### src/rtl/rate_counter_param.sv
// Modulo-MODULUS up/down counter advanced by a run-time selectable rate divider.
// Optional 7-segment decode of q is built when RATE_COUNTER_HEX_EN is defined.
module rate_counter_param #(
    parameter int WIDTH     = 4,
    parameter int MODULUS   = 16,
    parameter int DIV_WIDTH = 28,
    parameter int DIV1      = 49999999,
    parameter int DIV2      = 99999999,
    parameter int DIV3      = 199999999
) (
    input  logic                           clk,
    input  logic                           reset,
    input  logic                           enable,
    input  logic [1:0]                     freq_sel,
    input  logic                           par_load,
    input  logic [WIDTH-1:0]               load_val,
    input  logic                           up_down,
    output logic [WIDTH-1:0]               q,
    output logic                           tick,
    output logic                           wrap,
    output logic [7*((WIDTH+3)/4)-1:0]     hex_out
);

    localparam int NDIG = (WIDTH + 3) / 4;

    localparam logic [DIV_WIDTH-1:0] TERM1   = DIV_WIDTH'(DIV1);
    localparam logic [DIV_WIDTH-1:0] TERM2   = DIV_WIDTH'(DIV2);
    localparam logic [DIV_WIDTH-1:0] TERM3   = DIV_WIDTH'(DIV3);
    localparam logic [WIDTH-1:0]     Q_MAX   = WIDTH'(MODULUS - 1);
    localparam logic [WIDTH:0]       MOD_EXT = (WIDTH + 1)'(MODULUS);

    logic [DIV_WIDTH-1:0] divcnt;
    logic [DIV_WIDTH-1:0] term;
    logic [1:0]           sel_q;
    logic                 rate_change;
    logic                 at_term;
    logic [WIDTH-1:0]     load_clamped;

    always_comb begin
        term = '0;
        case (freq_sel)
            2'd1:    term = TERM1;
            2'd2:    term = TERM2;
            2'd3:    term = TERM3;
            default: term = '0;
        endcase
    end

    assign rate_change  = (freq_sel != sel_q);
    assign at_term      = (divcnt == term);
    assign load_clamped = ({1'b0, load_val} >= MOD_EXT) ? Q_MAX : load_val;

    assign tick = !reset && enable && !par_load && !rate_change
                  && ((freq_sel == 2'd0) || at_term);

    always_ff @(posedge clk or posedge reset) begin
        if (reset) begin
            q      <= '0;
            wrap   <= 1'b0;
            divcnt <= '0;
            sel_q  <= 2'd0;
        end else begin
            sel_q <= freq_sel;
            wrap  <= 1'b0;
            if (par_load) begin
                q      <= load_clamped;
                divcnt <= '0;
            end else if (rate_change) begin
                // restart the new period from zero so it runs in full
                divcnt <= '0;
            end else begin
                if (enable) begin
                    divcnt <= at_term ? '0 : divcnt + 1'b1;
                end
                if (tick) begin
                    if (up_down) begin
                        if (q == Q_MAX) begin
                            q    <= '0;
                            wrap <= 1'b1;
                        end else begin
                            q <= q + 1'b1;
                        end
                    end else begin
                        if (q == '0) begin
                            q    <= Q_MAX;
                            wrap <= 1'b1;
                        end else begin
                            q <= q - 1'b1;
                        end
                    end
                end
            end
        end
    end

`ifdef RATE_COUNTER_HEX_EN
    // active-low segments, bit 0 = a ... bit 6 = g
    function automatic logic [6:0] seg7(input logic [3:0] n);
        logic [6:0] s;
        s = 7'b1111111;
        case (n)
            4'h0: s = 7'b1000000;
            4'h1: s = 7'b1111001;
            4'h2: s = 7'b0100100;
            4'h3: s = 7'b0110000;
            4'h4: s = 7'b0011001;
            4'h5: s = 7'b0010010;
            4'h6: s = 7'b0000010;
            4'h7: s = 7'b1111000;
            4'h8: s = 7'b0000000;
            4'h9: s = 7'b0010000;
            4'hA: s = 7'b0001000;
            4'hB: s = 7'b0000011;
            4'hC: s = 7'b1000110;
            4'hD: s = 7'b0100001;
            4'hE: s = 7'b0000110;
            4'hF: s = 7'b0001110;
            default: s = 7'b1111111;
        endcase
        return s;
    endfunction

    logic [4*NDIG-1:0] q_ext;
    assign q_ext = (4*NDIG)'(q);

    for (genvar k = 0; k < NDIG; k++) begin : g_digit
        assign hex_out[7*k +: 7] = seg7(q_ext[4*k +: 4]);
    end
`else
    assign hex_out = '1;
`endif

endmodule

### config.mk
export PLATFORM = sky130hd
export DESIGN_NAME = rate_counter_param
export DESIGN_NICKNAME = d
export VERILOG_FILES = /design/src/rtl/rate_counter_param.sv
export SDC_FILE = /design/constraint.sdc
export NUM_CORES = 1
export LEC_CHECK = 0
export ABC_AREA = 1
export BUFFER_PORTS_ARGS = -buffer_cell sky130_fd_sc_hd__buf_2
export CORE_MARGIN = 1
export CORE_UTILIZATION = 55
export DETAILED_ROUTE_END_ITERATION = 16
export MAX_ROUTING_LAYER = met4
export PLACE_DENSITY = 0.71
export REMOVE_ABC_BUFFERS = 1
export SLEW_MARGIN = 20
export SYNTH_ARGS = -nofsm -noshare
export SYNTH_HDL_FRONTEND = slang
export SYNTH_SLANG_ARGS = --single-unit
### constraint.sdc
create_clock -name clk -period 1.8 [get_ports clk]
set_input_delay 0.18 -clock clk [delete_from_list [all_inputs] [get_ports clk]]
set_output_delay 0.18 -clock clk [all_outputs]
set_load 0.05 [all_outputs]
# ---- Word-level counts from Yosys, hierarchy flattened
# Index checks and enable logic that the tools add are counted.
dict set report classes {
  n_reduce_logical 13
  n_addsub 3
  eq_ne 7
  mux 17
}
# op n
set op_table {}
lappend op_table {{2-to-1 mux 28 bit} 4}
lappend op_table {{case mux 28 bit (3 select lines)} 1}
lappend op_table {{adder 28 x 1 -> 28 bit, second input constant} 1}
lappend op_table {{== test 28 bit} 1}
lappend op_table {{2-to-1 mux 4 bit} 6}
lappend op_table {{2-to-1 mux 1 bit} 6}
lappend op_table {{adder 4 x 1 -> 4 bit, second input constant} 1}
lappend op_table {{== test 2 bit, second input constant} 2}
lappend op_table {{== test 4 bit, second input constant} 1}
lappend op_table {{logical AND 1 bit} 4}
lappend op_table {{logical NOT 4 bit} 1}
lappend op_table {{subtractor 4 x 1 -> 4 bit, second input constant} 1}
lappend op_table {{logical NOT 1 bit} 3}
lappend op_table {{nonzero test 3 bit} 1}
lappend op_table {{== test 2 x 1 -> 1 bit, second input constant} 1}
lappend op_table {{logical NOT 2 bit} 1}
lappend op_table {{inequality test 2 bit} 1}
lappend op_table {{inequality test 2 bit, second input constant} 1}
lappend op_table {{AND reduction 2 bit} 1}
lappend op_table {{nonzero test 2 bit} 1}
lappend op_table {{logical OR 1 bit} 1}
dict set report word_totals {
  output_inout_bits 13
  elab_cells 44
  inputBits 11
  regBits 35
}

# ---- Logic depth before layout (Yosys ltp)
dict set report depth {
  word_depth 8
  depth_mapped 15
  depth_no_buf 15
}

# ---- Least setup slack after synthesis
# OpenSTA, ideal clock, no wires.
dict set report synth_timing {
  path_type {input to output}
  startpoint {input port freq_sel[0]}
  endpoint {output port tick}
  arrival_time_ns 1.551
  path_buffers 0
  t_required_ns 1.620
  setup_slack_ns 0.069
  path_stages 13
  path_cell_list {inv_1 -> ha_1 -> nor2_2 -> inv_1 -> nand2_1 -> nand2_1 -> nor2_1 -> nand2_1 -> nor2_1 -> nand2_1 -> nand2_1 -> nand2_2 -> inv_1}
}
dict set report synth_between {
  elab_chain_len 5
  word_cells_on_any_way 11
  classes_between {eq/ne: 5; mux: 1; reduce/logical: 5}
}
# item line_no
set synth_lines {}
lappend synth_lines {{start, declared} 14} ;# input logic [1:0] freq_sel,
lappend synth_lines {{== test 2 bit / == test 2 x 1 -> 1 bit (equally long branches)} 41} ;# case (freq_sel)
lappend synth_lines {{case mux 28 bit (3 select lines)} 41}
lappend synth_lines {{== test 28 bit} 50} ;# assign at_term = (divcnt == term);
lappend synth_lines {{logical OR 1 bit} 54} ;# && ((freq_sel == 2'd0) || at_term);
lappend synth_lines {{logical AND 1 bit *} 54}
lappend synth_lines {{end, declared} 19} ;# output logic tick,
# Mark *: on every way between the ends. The rest lies on a longest branch, timed or not.

# ---- Worst setup path after layout
dict set report layout_timing {
  startpoint {register divcnt[1]}
  endpoint {output port tick}
}
dict set report layout_between {
  elab_chain_len 3
}
# item line_no
set layout_lines {}
lappend layout_lines {{start, declared} 32} ;# logic [DIV_WIDTH-1:0] divcnt;
lappend layout_lines {{start signal, assigned} 73} ;# divcnt <= at_term ? '0 : divcnt + 1'b1;
lappend layout_lines {{== test 28 bit} 50}
lappend layout_lines {{logical OR 1 bit} 54}
lappend layout_lines {{logical AND 1 bit} 54}
# No other way between the ends.

==> impl_metrics.prom <==
# TYPE chip_impl_metric gauge
chip_impl_metric{name="async_flop_share",unit="%"} 100
chip_impl_metric{name="final.setup_skew",unit="ns"} 0.00781
chip_impl_info{name="synth_commonest_cells",value="93 x sky130_fd_sc_hd__nand2_1, 54 x sky130_fd_sc_hd__inv_1, 38 x sky130_fd_sc_hd__nor2_1"} 1
chip_impl_metric{name="power_frac_seq",unit="%"} 42.5
chip_impl_metric{name="fin_crit",unit="ns"} 1.95
chip_impl_metric{name="core",unit="µm²"} 4750
chip_impl_info{name="yosys_most_used_dff",value="sky130_fd_sc_hd__dfrtp_1"} 1
chip_impl_info{name="run_status",value="complete, but fails checks"} 1
chip_impl_info{name="critPathCaptureType",value="output pin"} 1
chip_impl_metric{name="die_area",unit="µm²"} 5270
chip_impl_metric{name="fillerInstances",unit=""} 391
chip_impl_metric{name="fin_worst_setup_slack",unit="ns"} -0.147
chip_impl_metric{name="postRouteAntennaNets",unit=""} 0
chip_impl_info{name="timing.critical_path.max_delay_family",value="simple AND/OR/NAND/NOR gates"} 1
chip_impl_metric{name="switchingPower",unit="mW"} 0.610
chip_impl_info{name="worstSetupPathType",value="reg -> out"} 1
chip_impl_metric{name="hpwlAfterDp",unit="µm"} 5630
chip_impl_metric{name="timing.final.setup_violations",unit=""} 15
chip_impl_metric{name="netlist_instances",unit=""} 397
chip_impl_metric{name="antenna_cells_inserted",unit=""} 0
chip_impl_metric{name="grt_pass1_vias",unit=""} 2652
chip_impl_metric{name="register_area",unit="µm²"} 880
chip_impl_metric{name="fmax",unit="MHz"} 514
chip_impl_metric{name="ys_seq_area_share",unit="%"} 32.0
chip_impl_metric{name="ctsHtreeMaxLevel",unit=""} 2
chip_impl_metric{name="yosys_warnings",unit=""} 0
chip_impl_metric{name="fin_nets",unit=""} 484
chip_impl_metric{name="timing.critical_path.required",unit="ns"} 1.62
chip_impl_metric{name="chipHeight",unit="µm"} 72.6
chip_impl_info{name="yosysTopAreaCell",value="sky130_fd_sc_hd__dfrtp_1"} 1
chip_impl_info{name="post-synth-top-count-cell",value="sky130_fd_sc_hd__nand2_1"} 1
chip_impl_metric{name="num_io_pins",unit=""} 24
chip_impl_metric{name="mappedNetlistArea",unit="µm²"} 2740
chip_impl_metric{name="internal_power",unit="mW"} 1.35
chip_impl_metric{name="post-layout-total-power",unit="mW"} 1.96
chip_impl_metric{name="setup_total_negative_slack",unit="ns"} -0.980
chip_impl_metric{name="synth_edf_count",unit=""} 0
chip_impl_metric{name="clk_transition_reported_paths",unit="ns"} 0.08
chip_impl_metric{name="drcViolationCount",unit=""} 0
chip_impl_metric{name="first_pass_iters",unit=""} 5
chip_impl_metric{name="critPathBufInv",unit=""} 3
chip_impl_metric{name="rows",unit=""} 25
chip_impl_metric{name="clkSinkCount",unit=""} 35
chip_impl_metric{name="effective_utilization_at_floorplan",unit="%"} 57.6
chip_impl_metric{name="power.share.switching",unit="%"} 31.2
chip_impl_metric{name="power_density",unit="nW/µm²"} 542
chip_impl_info{name="cpMaxStageDelayCell",value="sky130_fd_sc_hd__dfrtp_2"} 1
chip_impl_info{name="worst_hold_path_type",value="in -> async"} 1
chip_impl_info{name="worst_path_cell_trace",value="buf_6 -> nor2_2 -> nand2_1 -> nor2_1 -> nor2_1 -> nor2_1 -> nand2_2 -> nand2_2 -> nand2_2 -> inv_2 -> buf_8"} 1
chip_impl_metric{name="power_leakage",unit="nW"} 1.72
chip_impl_metric{name="avgRoutedWirePerCell",unit="µm"} 15.3
chip_impl_metric{name="fp.dieW",unit="µm"} 72.6
chip_impl_metric{name="cts_buffers",unit=""} 5
chip_impl_metric{name="place_congestion",unit=""} 0.993
chip_impl_metric{name="worst_skew_pair.late_latency",unit="ns"} 0.30
chip_impl_metric{name="final_layout_size_suffix_gt1_share",unit="%"} 33.0
chip_impl_metric{name="port_buffers",unit=""} 16
chip_impl_metric{name="drv_slew",unit=""} 0
chip_impl_metric{name="final.period_utilization",unit="%"} 108
chip_impl_metric{name="cts.path.max_buffers",unit=""} 2
chip_impl_info{name="cts_tree",value="yes"} 1
chip_impl_metric{name="routed_wl",unit="µm"} 8160
chip_impl_metric{name="overall_via_count_from_detail_route",unit=""} 2932
chip_impl_metric{name="finish.cell_count_without_fillers",unit=""} 533
chip_impl_info{name="violations",value="negative hold slack, negative setup slack"} 1
chip_impl_metric{name="multiInputGateArea",unit="µm²"} 1730
chip_impl_metric{name="flow.area_growth_from_synthesis",unit="%"} 31.6
chip_impl_metric{name="grt_first_pass_wirelength",unit="µm"} 12700
chip_impl_metric{name="synth-seq-cells",unit=""} 35
chip_impl_metric{name="max-cap-violations",unit=""} 0
chip_impl_metric{name="detail_route.iter0.violations",unit=""} 232
chip_impl_info{name="clockRootBuffer",value="sky130_fd_sc_hd__clkbuf_8"} 1
chip_impl_info{name="synth.area.top_cells",value="sky130_fd_sc_hd__dfrtp_1 32%, sky130_fd_sc_hd__nand2_1 13%, sky130_fd_sc_hd__inv_1 7.4%, sky130_fd_sc_hd__nand3_1 6.8%, sky130_fd_sc_hd__a21oi_1 5.8%"} 1
chip_impl_metric{name="dpl.cell_count",unit=""} 503
chip_impl_metric{name="yosys.cell_types.count",unit=""} 36
chip_impl_metric{name="worst_path_largest_cell_delay",unit="ns"} 0.44
chip_impl_info{name="setup.worst_path.start_class",value="flip-flop"} 1
chip_impl_metric{name="cp.arrival",unit="ns"} 1.77
chip_impl_metric{name="irDropWorstVdd",unit="µV"} 440
chip_impl_metric{name="route.detailed.vias_per_inst",unit=""} 5.50
chip_impl_metric{name="path_max_fanout",unit=""} 4
chip_impl_metric{name="grt_usage",unit="%"} 32.7
chip_impl_info{name="grt_setup_unrepaired",value="yes"} 1
chip_impl_metric{name="post-synth-top-area-fraction",unit="%"} 32.0
chip_impl_metric{name="power.combinational.fraction",unit="%"} 21.2
chip_impl_metric{name="avgSynthCellArea",unit="µm²"} 6.90
chip_impl_metric{name="number_of_antenna_violations_at_the_first_check_in_global_routing",unit=""} 0
chip_impl_metric{name="timing.hold.ws",unit="ns"} -0.00875
chip_impl_metric{name="globalRoute.totalOverflow",unit=""} 0
chip_impl_metric{name="final-hold-violation-count",unit=""} 12
chip_impl_metric{name="grt_start_max_net_pins",unit=""} 36
chip_impl_metric{name="clockPowerShare",unit="%"} 36.3
## state kept, by name (all words and copies together) (netlist names)
signal / cells
sel_q: 2
divcnt: 28
q: 4
wrap: 1
## through the flow
step	utilization, %	setup slack, ns	instance area [µm²]	hold WS (ns)
finish	75.8	-0.147	3610	-0.00875
global route	75.8	-0.251	3610	0.0440
CTS	69.2	-0.0569	3290	0.0116
detailed placement	64.7	-0.153	3080	0.328
global placement	64.7	-0.119	3080	0.314
floorplan	-	-0.267	2680	0.211
## layout by cell type, fill, tap and decap left out, drive strengths merged
master / n
nor4: 1
inv: 61
nand2: 102
nand3: 39
o21ai: 13
ha: 7
bufinv: 1
nand4: 8
o211ai: 3
a21oi: 34
mux2i: 1
conb: 7
nor2: 48
o22ai: 4
dfrtp: 35
buf: 68
nor3: 8
xor2: 6
clkinvlp: 1
clkbuf: 7
xnor2: 3
a22oi: 4
a31oi: 3
a21boi: 2
## path summary, 6_finish.rpt
check	startpoint	to	slack (ns)	cells after the start
max	divcnt[1]	tick	-0.15	11
min	reset	divcnt[23]	-0.009	3
max reg2reg	divcnt[1]	divcnt[26]	-0.11	13
min reg2reg	divcnt[1]	divcnt[1]	0.58	2
max in group asynchronous	reset	divcnt[1]	1.47	3
min in group clk	freq_sel[1]	sel_q[1]	0.14	2
## tightest hold or removal path: cells and delay by family
family	cells	cell delay [ns]
buf+inv	3	0.55
## final cells by class
cell class / count / share of cell area (%)
Multi-Input combinational cell: 293 / 48.1
Tap cell: 67 / 2.32
Clock inverter: 2 / 1.04
Sequential cell: 35 / 24.4
Clock buffer: 5 / 1.91
Timing Repair Buffer: 70 / 15.9
Inverter: 61 / 6.42
## power groups by stage
stage                     combinational, mW  clock, mW  sequential (mW)
after floorplan                       0.211          0            0.894
after global placement                0.366          0            0.846
after detailed placement              0.377          0            0.846
after CTS                             0.384      0.727            0.831
after global routing                  0.460      0.749            0.835
final                                 0.414      0.709            0.832
## metal layers
layer / wire length, µm / GRT usage (%) / vias to the layer above
li1: - / - / 1412
met1: 3280 / 41.3 / 1373
met2: 4010 / 52.1 / 116
met3: 554 / 5.52 / 31
met4: 320 / 13.7 / 0
met5: 0 / - / -
## logic make-up (layout without fill, tap and decap cells)
kind of cell	Yosys count	in the layout	share of synthesized area, %
buffers and inverters	75	138	11.5
xor gates and xnor gates	9	9	2.88
and+or+nand+nor	206	206	36.4
adders and majority gates	7	7	3.20
DFF	35	35	32.0
other	1	7	0.137
AOI/OAI and AO/OA	63	63	13.6
muxes	1	1	0.365
## repair_timing
action / in CTS / in global routing
endpoints found under the hold margin: 0 / 0
setup buffers: 11 / 10
cloned: 0 / 2
gates resized for setup: 15 / 50
pin swaps: 3 / 18
hold buffers: 0 / 0
setup endpoints to repair: 1 / 27
No activity file was read; power rests on OpenSTA's default activity.
